--- config.mk ---
export PLATFORM = sky130hd
export DESIGN_NAME = tft_panel_seq
export DESIGN_NICKNAME = d
export VERILOG_FILES = /design/src/rtl/tft_panel_seq.sv
export SDC_FILE = /design/constraint.sdc
export NUM_CORES = 1
export LEC_CHECK = 0
export ABC_AREA = 1
export CAP_MARGIN = 15
export CORE_UTILIZATION = 31
export DETAILED_ROUTE_END_ITERATION = 8
export DONT_BUFFER_PORTS = 1
export GPL_ROUTABILITY_DRIVEN = 1
export PLACE_DENSITY = 0.57
export SYNTH_ARGS = -nofsm -noshare
export SYNTH_HDL_FRONTEND = slang
export SYNTH_SLANG_ARGS = --single-unit
--- constraint.sdc ---
create_clock -name i_clk -period 2.2 [get_ports i_clk]
set_input_delay 0.44 -clock i_clk [delete_from_list [all_inputs] [get_ports i_clk]]
set_output_delay 0.44 -clock i_clk [all_outputs]
set_load 0.01 [all_outputs]
--- src/rtl/tft_panel_seq.sv ---
// rtl/tft_panel_seq.sv - TFT panel power/enable sequencer with backlight PWM ramp
module tft_panel_seq #(
  parameter int T_PWR      = 1000,
  parameter int T_DISP     = 500,
  parameter int PRE_FRAMES = 2,
  parameter int BL_STEP    = 256
) (
  input  logic       i_clk,
  input  logic       i_rst_n,
  input  logic       i_en,
  input  logic       i_screenend,
  input  logic [7:0] i_bl_level,
  output logic       o_avdd_en,
  output logic       o_tg_rst,
  output logic       o_pix_en,
  output logic       o_disp,
  output logic       o_bl_pwm,
  output logic       o_ready,
  output logic [2:0] o_state
);

  typedef enum logic [2:0] {
    S_OFF     = 3'd0,
    S_PWR_UP  = 3'd1,
    S_TG_RUN  = 3'd2,
    S_DISP_ON = 3'd3,
    S_BL_UP   = 3'd4,
    S_ON      = 3'd5,
    S_BL_DOWN = 3'd6,
    S_PWR_DN  = 3'd7
  } state_t;

  typedef enum logic [1:0] {
    PH_WAIT_FRAME = 2'd0,
    PH_DISP_OFF   = 2'd1,
    PH_PWR_OFF    = 2'd2
  } phase_t;

  localparam logic [23:0] PWR_LAST   = 24'(T_PWR - 1);
  localparam logic [23:0] DISP_LAST  = 24'(T_DISP - 1);
  localparam logic [23:0] STEP_LAST  = 24'(BL_STEP - 1);
  localparam logic [3:0]  FRAME_LAST = 4'(PRE_FRAMES - 1);

  state_t      state, state_d;
  phase_t      phase, phase_d;
  logic [23:0] timer, timer_d;
  logic [3:0]  fcnt, fcnt_d;
  logic [7:0]  duty, duty_d;
  logic [7:0]  pwm_cnt;
  logic        avdd_d, tg_rst_d, pix_en_d, disp_d;

  always_ff @(posedge i_clk or negedge i_rst_n) begin
    if (!i_rst_n) begin
      state     <= S_OFF;
      phase     <= PH_WAIT_FRAME;
      timer     <= '0;
      fcnt      <= '0;
      duty      <= '0;
      pwm_cnt   <= '0;
      o_avdd_en <= 1'b0;
      o_tg_rst  <= 1'b1;
      o_pix_en  <= 1'b0;
      o_disp    <= 1'b0;
      o_bl_pwm  <= 1'b0;
      o_ready   <= 1'b0;
    end else begin
      state     <= state_d;
      phase     <= phase_d;
      timer     <= timer_d;
      fcnt      <= fcnt_d;
      duty      <= duty_d;
      pwm_cnt   <= pwm_cnt + 8'd1;
      o_avdd_en <= avdd_d;
      o_tg_rst  <= tg_rst_d;
      o_pix_en  <= pix_en_d;
      o_disp    <= disp_d;
      o_bl_pwm  <= (pwm_cnt < duty);
      o_ready   <= (state_d == S_ON);
    end
  end

  always_comb begin
    state_d  = state;
    phase_d  = phase;
    timer_d  = timer + 24'd1;
    fcnt_d   = fcnt;
    duty_d   = duty;
    avdd_d   = o_avdd_en;
    tg_rst_d = o_tg_rst;
    pix_en_d = o_pix_en;
    disp_d   = o_disp;

    case (state)
      S_OFF:     if (i_en) state_d = S_PWR_UP;
      S_PWR_UP:  if (timer == PWR_LAST) state_d = S_TG_RUN;
      S_TG_RUN: begin
        if (i_screenend) begin
          if (fcnt == FRAME_LAST) state_d = S_DISP_ON;
          else fcnt_d = fcnt + 4'd1;
        end
      end
      S_DISP_ON: if (timer == DISP_LAST) state_d = S_BL_UP;
      S_BL_UP: begin
        if (duty >= i_bl_level) begin
          state_d = S_ON;
          duty_d  = i_bl_level;
        end else if (timer == STEP_LAST) begin
          duty_d  = duty + 8'd1;
          timer_d = '0;
        end
      end
      S_ON:      duty_d = i_bl_level;
      S_BL_DOWN: begin
        if (duty == 8'd0) begin
          state_d = S_PWR_DN;
          // Without DISP raised there is no frame to finish: stop the generator now.
          if (o_disp) begin
            phase_d = PH_WAIT_FRAME;
          end else begin
            phase_d  = PH_PWR_OFF;
            tg_rst_d = 1'b1;
            pix_en_d = 1'b0;
          end
        end else if (timer == STEP_LAST) begin
          duty_d  = duty - 8'd1;
          timer_d = '0;
        end
      end
      S_PWR_DN: begin
        case (phase)
          PH_WAIT_FRAME: if (i_screenend) begin
            disp_d  = 1'b0;
            phase_d = PH_DISP_OFF;
            timer_d = '0;
          end
          PH_DISP_OFF: if (timer == DISP_LAST) begin
            tg_rst_d = 1'b1;
            pix_en_d = 1'b0;
            phase_d  = PH_PWR_OFF;
            timer_d  = '0;
          end
          default: if (timer == PWR_LAST) begin
            avdd_d  = 1'b0;
            state_d = S_OFF;
          end
        endcase
      end
      default: state_d = S_OFF;
    endcase

    if (!i_en && (state inside {S_PWR_UP, S_TG_RUN, S_DISP_ON, S_BL_UP, S_ON})) begin
      state_d = S_BL_DOWN;
      duty_d  = duty;
    end

    if (state_d != state) timer_d = '0;
    if (state_d == S_TG_RUN && state != S_TG_RUN) fcnt_d = '0;

    // Pin levels for the forward states; the shutdown states hold/edit them above.
    case (state_d)
      S_OFF:    begin avdd_d = 1'b0; tg_rst_d = 1'b1; pix_en_d = 1'b0; disp_d = 1'b0; end
      S_PWR_UP: begin avdd_d = 1'b1; tg_rst_d = 1'b1; pix_en_d = 1'b0; disp_d = 1'b0; end
      S_TG_RUN: begin avdd_d = 1'b1; tg_rst_d = 1'b0; pix_en_d = 1'b1; disp_d = 1'b0; end
      S_DISP_ON, S_BL_UP, S_ON: begin
        avdd_d = 1'b1; tg_rst_d = 1'b0; pix_en_d = 1'b1; disp_d = 1'b1;
      end
      default: ;
    endcase
  end

  assign o_state = state;

endmodule

# Word-level counts from Yosys, hierarchy flattened

Index checks and enable logic that the tools add are counted.

Register bits: 55
Input bits: 12
Output and inout bits: 9
Word-level logic and storage cells: 136

Add/sub/neg operators: 5
Magnitude comparators: 2
Eq/ne operators: 32
Muxes and demuxes: 54
Bitwise logic cells: 1
Reductions and logical operators: 30

Operators by type and width:

| cell                    | number |
|---|---|
| $mux W24                | 6 |
| $pmux W24 S3            | 1 |
| $pmux W24 S2            | 1 |
| $mux W8                 | 4 |
| $mux W3                 | 10 |
| $add A24 B1 Y24 const B | 1 |
| $eq A24 B10 Y1 const B  | 1 |
| $eq A24 B8 Y1 const B   | 1 |
| $eq A24 B9 Y1 const B   | 1 |
| $pmux W8 S3             | 1 |
| $pmux W3 S7             | 1 |
| $eq A3 B3 Y1 const B    | 6 |
| $reduce_bool A3 Y1      | 6 |
| $add A8 B1 Y8 const B   | 2 |
| $mux W4                 | 4 |
| $ne A4 B4 Y1 const B    | 4 |
| $reduce_and A5 Y1       | 3 |
| $mux W1                 | 14 |
| $eq A3 B2 Y1 const B    | 4 |
| $ne A3 B3 Y1 const B    | 4 |
| $pmux W1 S2             | 6 |
| $reduce_and A3 Y1       | 3 |
| $ge A8 B8 Y1            | 1 |
| $logic_not A8 Y1        | 1 |
| other kinds (24)        | 38 |

# Longest topological paths before layout

Depth after elaboration: 9
Gate-level depth with buffers: 18

# Least setup slack after synthesis

No wires, ideal clock.

Path kind: input-to-reg
Start point: input port i_bl_level[7]
End point: register timer[16]
Arrival time: 1.908 ns
Required time: 2.072 ns
Setup slack: 0.164 ns
Stages: 16
Buffers on the path: 1
Cells stage by stage: inv_1 -> ha_1 -> nand2_1 -> inv_1 -> nor2_1 -> o21a_1 -> nand2_1 -> nand2_1 -> nand4_4 -> nand2_4 -> inv_2 -> nand2_1 -> nand2_2 -> nand2_4 -> buf_12 -> nor2_4

Word-level cells in the longest chain between the ends: 6
Elaborated cells on any way between the ends: 8
Classes of those cells: order compare: 1; eq/ne: 1; mux: 6

Ends and longest elaborated chain:

| element              | line | RTL |
|---|---|---|
| start, declared      | 12   | `input logic [7:0] i_bl_level,` |
| $ge A8 B8 Y1         | 104  | `if (duty >= i_bl_level) begin` |
| $mux W3              | 104  |  |
| $pmux W3 S7          | 93   | `case (state)` |
| $mux W3              | 151  | `if (!i_en && (state inside {S_PWR_UP, S_TG_RUN, S_DISP_ON, S_BL_UP, S_ON})) begin` |
| net state_d[0]       | 44   | `state_t state, state_d;` |
| $ne A3 B3 Y1         | 156  | `if (state_d != state) timer_d = '0;` |
| $mux W24             | 156  |  |
| net timer_d[16]      | 46   | `logic [23:0] timer, timer_d;` |
| end signal, assigned | 69   | `timer <= timer_d;` |
| end, declared        | 46   |  |

The timed path passes the listed nets, and every way through them passes these cells.
A chain may end at the register's enable or synchronous reset.

# Worst setup path in the final report

Start point: register timer[1]
End point: register timer[18]

Word-level cells in the longest chain between the ends: 7
Elaborated cells on any way between the ends: 19
Classes of those cells: add/sub: 1; eq/ne: 4; mux: 14

Ends and longest elaborated chain:

| element         | line    | RTL |
|---|---|---|
| $eq A24 B10 Y1  | 95, 142 |  |
| $mux W3         | 142     | `default: if (timer == PWR_LAST) begin` |
| $mux W3         | 130     | `case (phase)` |
| $pmux W3 S7 *   | 93      |  |
| $mux W3 *       | 151     |  |
| net state_d[1]  | 44      |  |
| $ne A3 B3 Y1 *  | 156     |  |
| $mux W24 *      | 156     |  |
| net timer_d[18] | 46      |  |

The timed path passes the listed nets; every way through them passes the cells marked *.

==> out/qor.txt <==
Routed WL -> 9040 microns
initial antenna violation count -> 0
Synth Register Bits -> 55
Clk pin slew, worst setup/hold paths -> 0.08 ns
routed len/inst -> 12.6 microns
Final Cycle Share -> 0.942
Hold Violations, Final -> 0
worst hold-check path type -> input pin to async pin
worst vdd ir -> 433 uV
post-synthesis sequential area ratio -> 0.342
number of nets with antenna violations after routing -> 0
clock latency on the worst-skew pair -> 0.29 ns
Via density -> 4.63
crit path kind -> register to register
power per standard cell area -> 408 mW/mm^2
RSZ-0062 raised after global routing -> true
fin crit period -> 2.07 ns
Tot GR Track Use -> 0.143
Final Net Count -> 580
n_diodes -> 0
I/O Buffers -> 0
Setup TNS -> 0 ns
grt ovf -> 0
Final Non-Filler Cells -> 719
EDFF count, synth -> 0
drt drc -> 0
vias in the first global route -> 3337
Max-cap violations -> 0
Syn Nets -> 531
clk sinks -> 55
initial drt markers -> 179
Yosys cell types -> 45
status -> complete, no violations
initial core utilization -> 0.319
Ports -> 21
Synth Instances -> 497
Vias -> 3326
Critical Path AT -> 2.30 ns
Die Width -> 116 microns
row cnt -> 41
leak pwr -> 2.31 nW
Root Buffer -> clkbuf_16
area growth from synthesis to layout -> 22.0%
Worst-Margin Slew -> 0.371 ns
Die ar. -> 0.0135 sq mm
TritonRoute pass-1 iters -> 4
Slew Viols, Final -> 0
critical path startpoint category -> register
CTS H-tree depth -> 2
Synth Area per Inst -> 8.10 sq um
Die H -> 116 microns
Worst EP required -> 2.43 ns
share of layout cells above drive strength 1 -> 0.269
Max-slew headroom -> 0.746
core area -> 0.0126 sq mm
fmax -> 483 MHz
CTS tree -> built
endpoints failing setup -> 0
first-pass GRT wire length -> 15300 microns
yosys warns -> 0
Post-synth top flop -> dfrtp_1
mapped cell area -> 0.00403 sq mm
DP Wirelength -> 6970 microns
Placed Cells -> 700
CTS buffer count -> 5
worst clock skew -> 0.0106 ns
clk buf depth -> 2
post-synthesis async set-or-reset flop share -> 1.00
maximum fanout along the worst path -> 6
final core utilization -> 0.389
critical path endpoint category -> register
pin count of the biggest net entering global routing -> 56
routability cong. -> 0.875
==> synthesized netlist by cell type (all sizes together) (2+ instances only) <==
cell type  count  area share
nand2        108        0.12
dfrtp         54        0.34
ha            22       0.068
nand3b         2      0.0037
o211ai         2      0.0037
nor2          82        0.13
xnor2          8       0.017
or2            4      0.0062
nor3          15       0.021
a21oi         15       0.019
o2111ai        2      0.0043
inv           68       0.064
xor2          21       0.046
nand3         41       0.060
a31oi          2      0.0031
buf            6       0.018
nand4         14       0.027
o21a           3      0.0056
o21ai         14       0.017
o221ai         3      0.0065
o22ai          2      0.0031
clkinv         2      0.0019
==> final cells by class <==
cell class,instances,area (sq um)
clock buffers,6,129
repair buffers,49,429
fillers,1328,7710
clock inverters,2,37.5
inverters,70,265
well taps,172,215
multi-input cells,365,2460
flip-flops and latches,55,1380
==> per-layer routing <==
metal / routed length [microns] / GRT usage / up-vias
li1: - / - / 1704
met4: 65 / 0.0333 / 0
met2: 4360 / 0.240 / 48
met5: 0 / 0 / -
met1: 4350 / 0.194 / 1569
met3: 262 / 0.0209 / 5
==> layout by cell type, fill, tap and decap left out, drive strengths merged, types with 2 or more instances in the layout <==
| cell type | count |
|---|---|
| xnor2 | 8 |
| nand4 | 14 |
| o21a | 3 |
| o21ai | 14 |
| or2 | 4 |
| nor3 | 15 |
| dfrtp | 54 |
| buf | 49 |
| o22ai | 2 |
| clkbuf | 6 |
| nand3b | 2 |
| nor2 | 82 |
| o2111ai | 2 |
| inv | 69 |
| a31oi | 2 |
| o221ai | 3 |
| nand2 | 108 |
| nand3 | 41 |
| ha | 22 |
| o211ai | 2 |
| xor2 | 21 |
| a21oi | 15 |
==> power breakdown <==
part	internal [W]	leakage (nW)	switching, W	total, W
clock	0.000539	0.0771	0.000370	0.000909
sequential	0.00101	0.677	0.00000275	0.00102
combinational	0.0000274	1.56	0.0000515	0.0000790
==> cell families after synthesis <==
| logic type | share of synthesized area |
|---|---|
| adder cells (fa/ha/maj) | 0.0683 |
| AND/OR/NAND/NOR | 0.371 |
| flip-flops | 0.342 |
| buffers and inverters | 0.0848 |
| AO/OA/AOI/OAI | 0.0705 |
| XOR/XNOR | 0.0631 |
==> repair_timing <==
action,CTS,global route
endpoints found under the hold margin,55,0
hold buffers,1,0
buffers inserted,0,10
resized for setup,0,36
endpoints found under the setup margin,0,33
==> critical path, cell delays in order, from the launching register on <==
cell and delay [ns]:
dfrtp_1 0.40, ha_4 0.18, nand2_4 0.06, inv_2 0.05, nand2_2 0.05, nor2_4 0.15, nand4_4 0.11, nand2_4 0.15
nand2_4 0.08, nor2_8 0.13, nand2_4 0.06, nand2_2 0.05, nand2_2 0.05, nor2_4 0.13, nand2_4 0.11, buf_12 0.17
nor2_4 0.09
==> through the flow <==
stage,hold WS [ns],power (W),worst slack (ns),instance area [sq um]
final,0.000905,0.00200,0.128,4910
after global routing,0.0226,0.00209,-0.0306,4910
after CTS,0.0180,0.00204,0.0180,4680
after detailed placement,0.146,0.00109,-0.0372,4490
after global placement,0.146,0.00108,0.00510,4490
after floorplan,0.144,0.00107,0.164,4030
==> registers in the layout (all words and copies together), names as in the netlist <==
register   flops
duty           8
o_avdd_en      1
timer         24
o_ready        1
o_pix_en       1
o_bl_pwm       1
pwm_cnt        8
phase          2
o_state        3
fcnt           4
o_tg_rst       1
o_disp         1
==> worst paths after layout <==
path	startpoint	to	slack (ns)	depth (start not counted)
hold / removal	i_rst_n	pwm_cnt[7]$_DFF_PN0_	0.0009	1
setup / recovery	timer[1]$_DFF_PN0_	timer[18]$_DFF_PN0_	0.13	16
min in group i_clk	i_bl_level[1]	duty[1]$_DFFE_PN0P_	0.32	2
max in group asynchronous	i_rst_n	o_tg_rst$_DFFE_PN1P_	1.90	1
setup reg to reg	timer[1]$_DFF_PN0_	timer[18]$_DFF_PN0_	0.13	16
hold reg to reg	pwm_cnt[0]$_DFF_PN0_	pwm_cnt[0]$_DFF_PN0_	0.47	1
(Power assumes the default switching activity.)
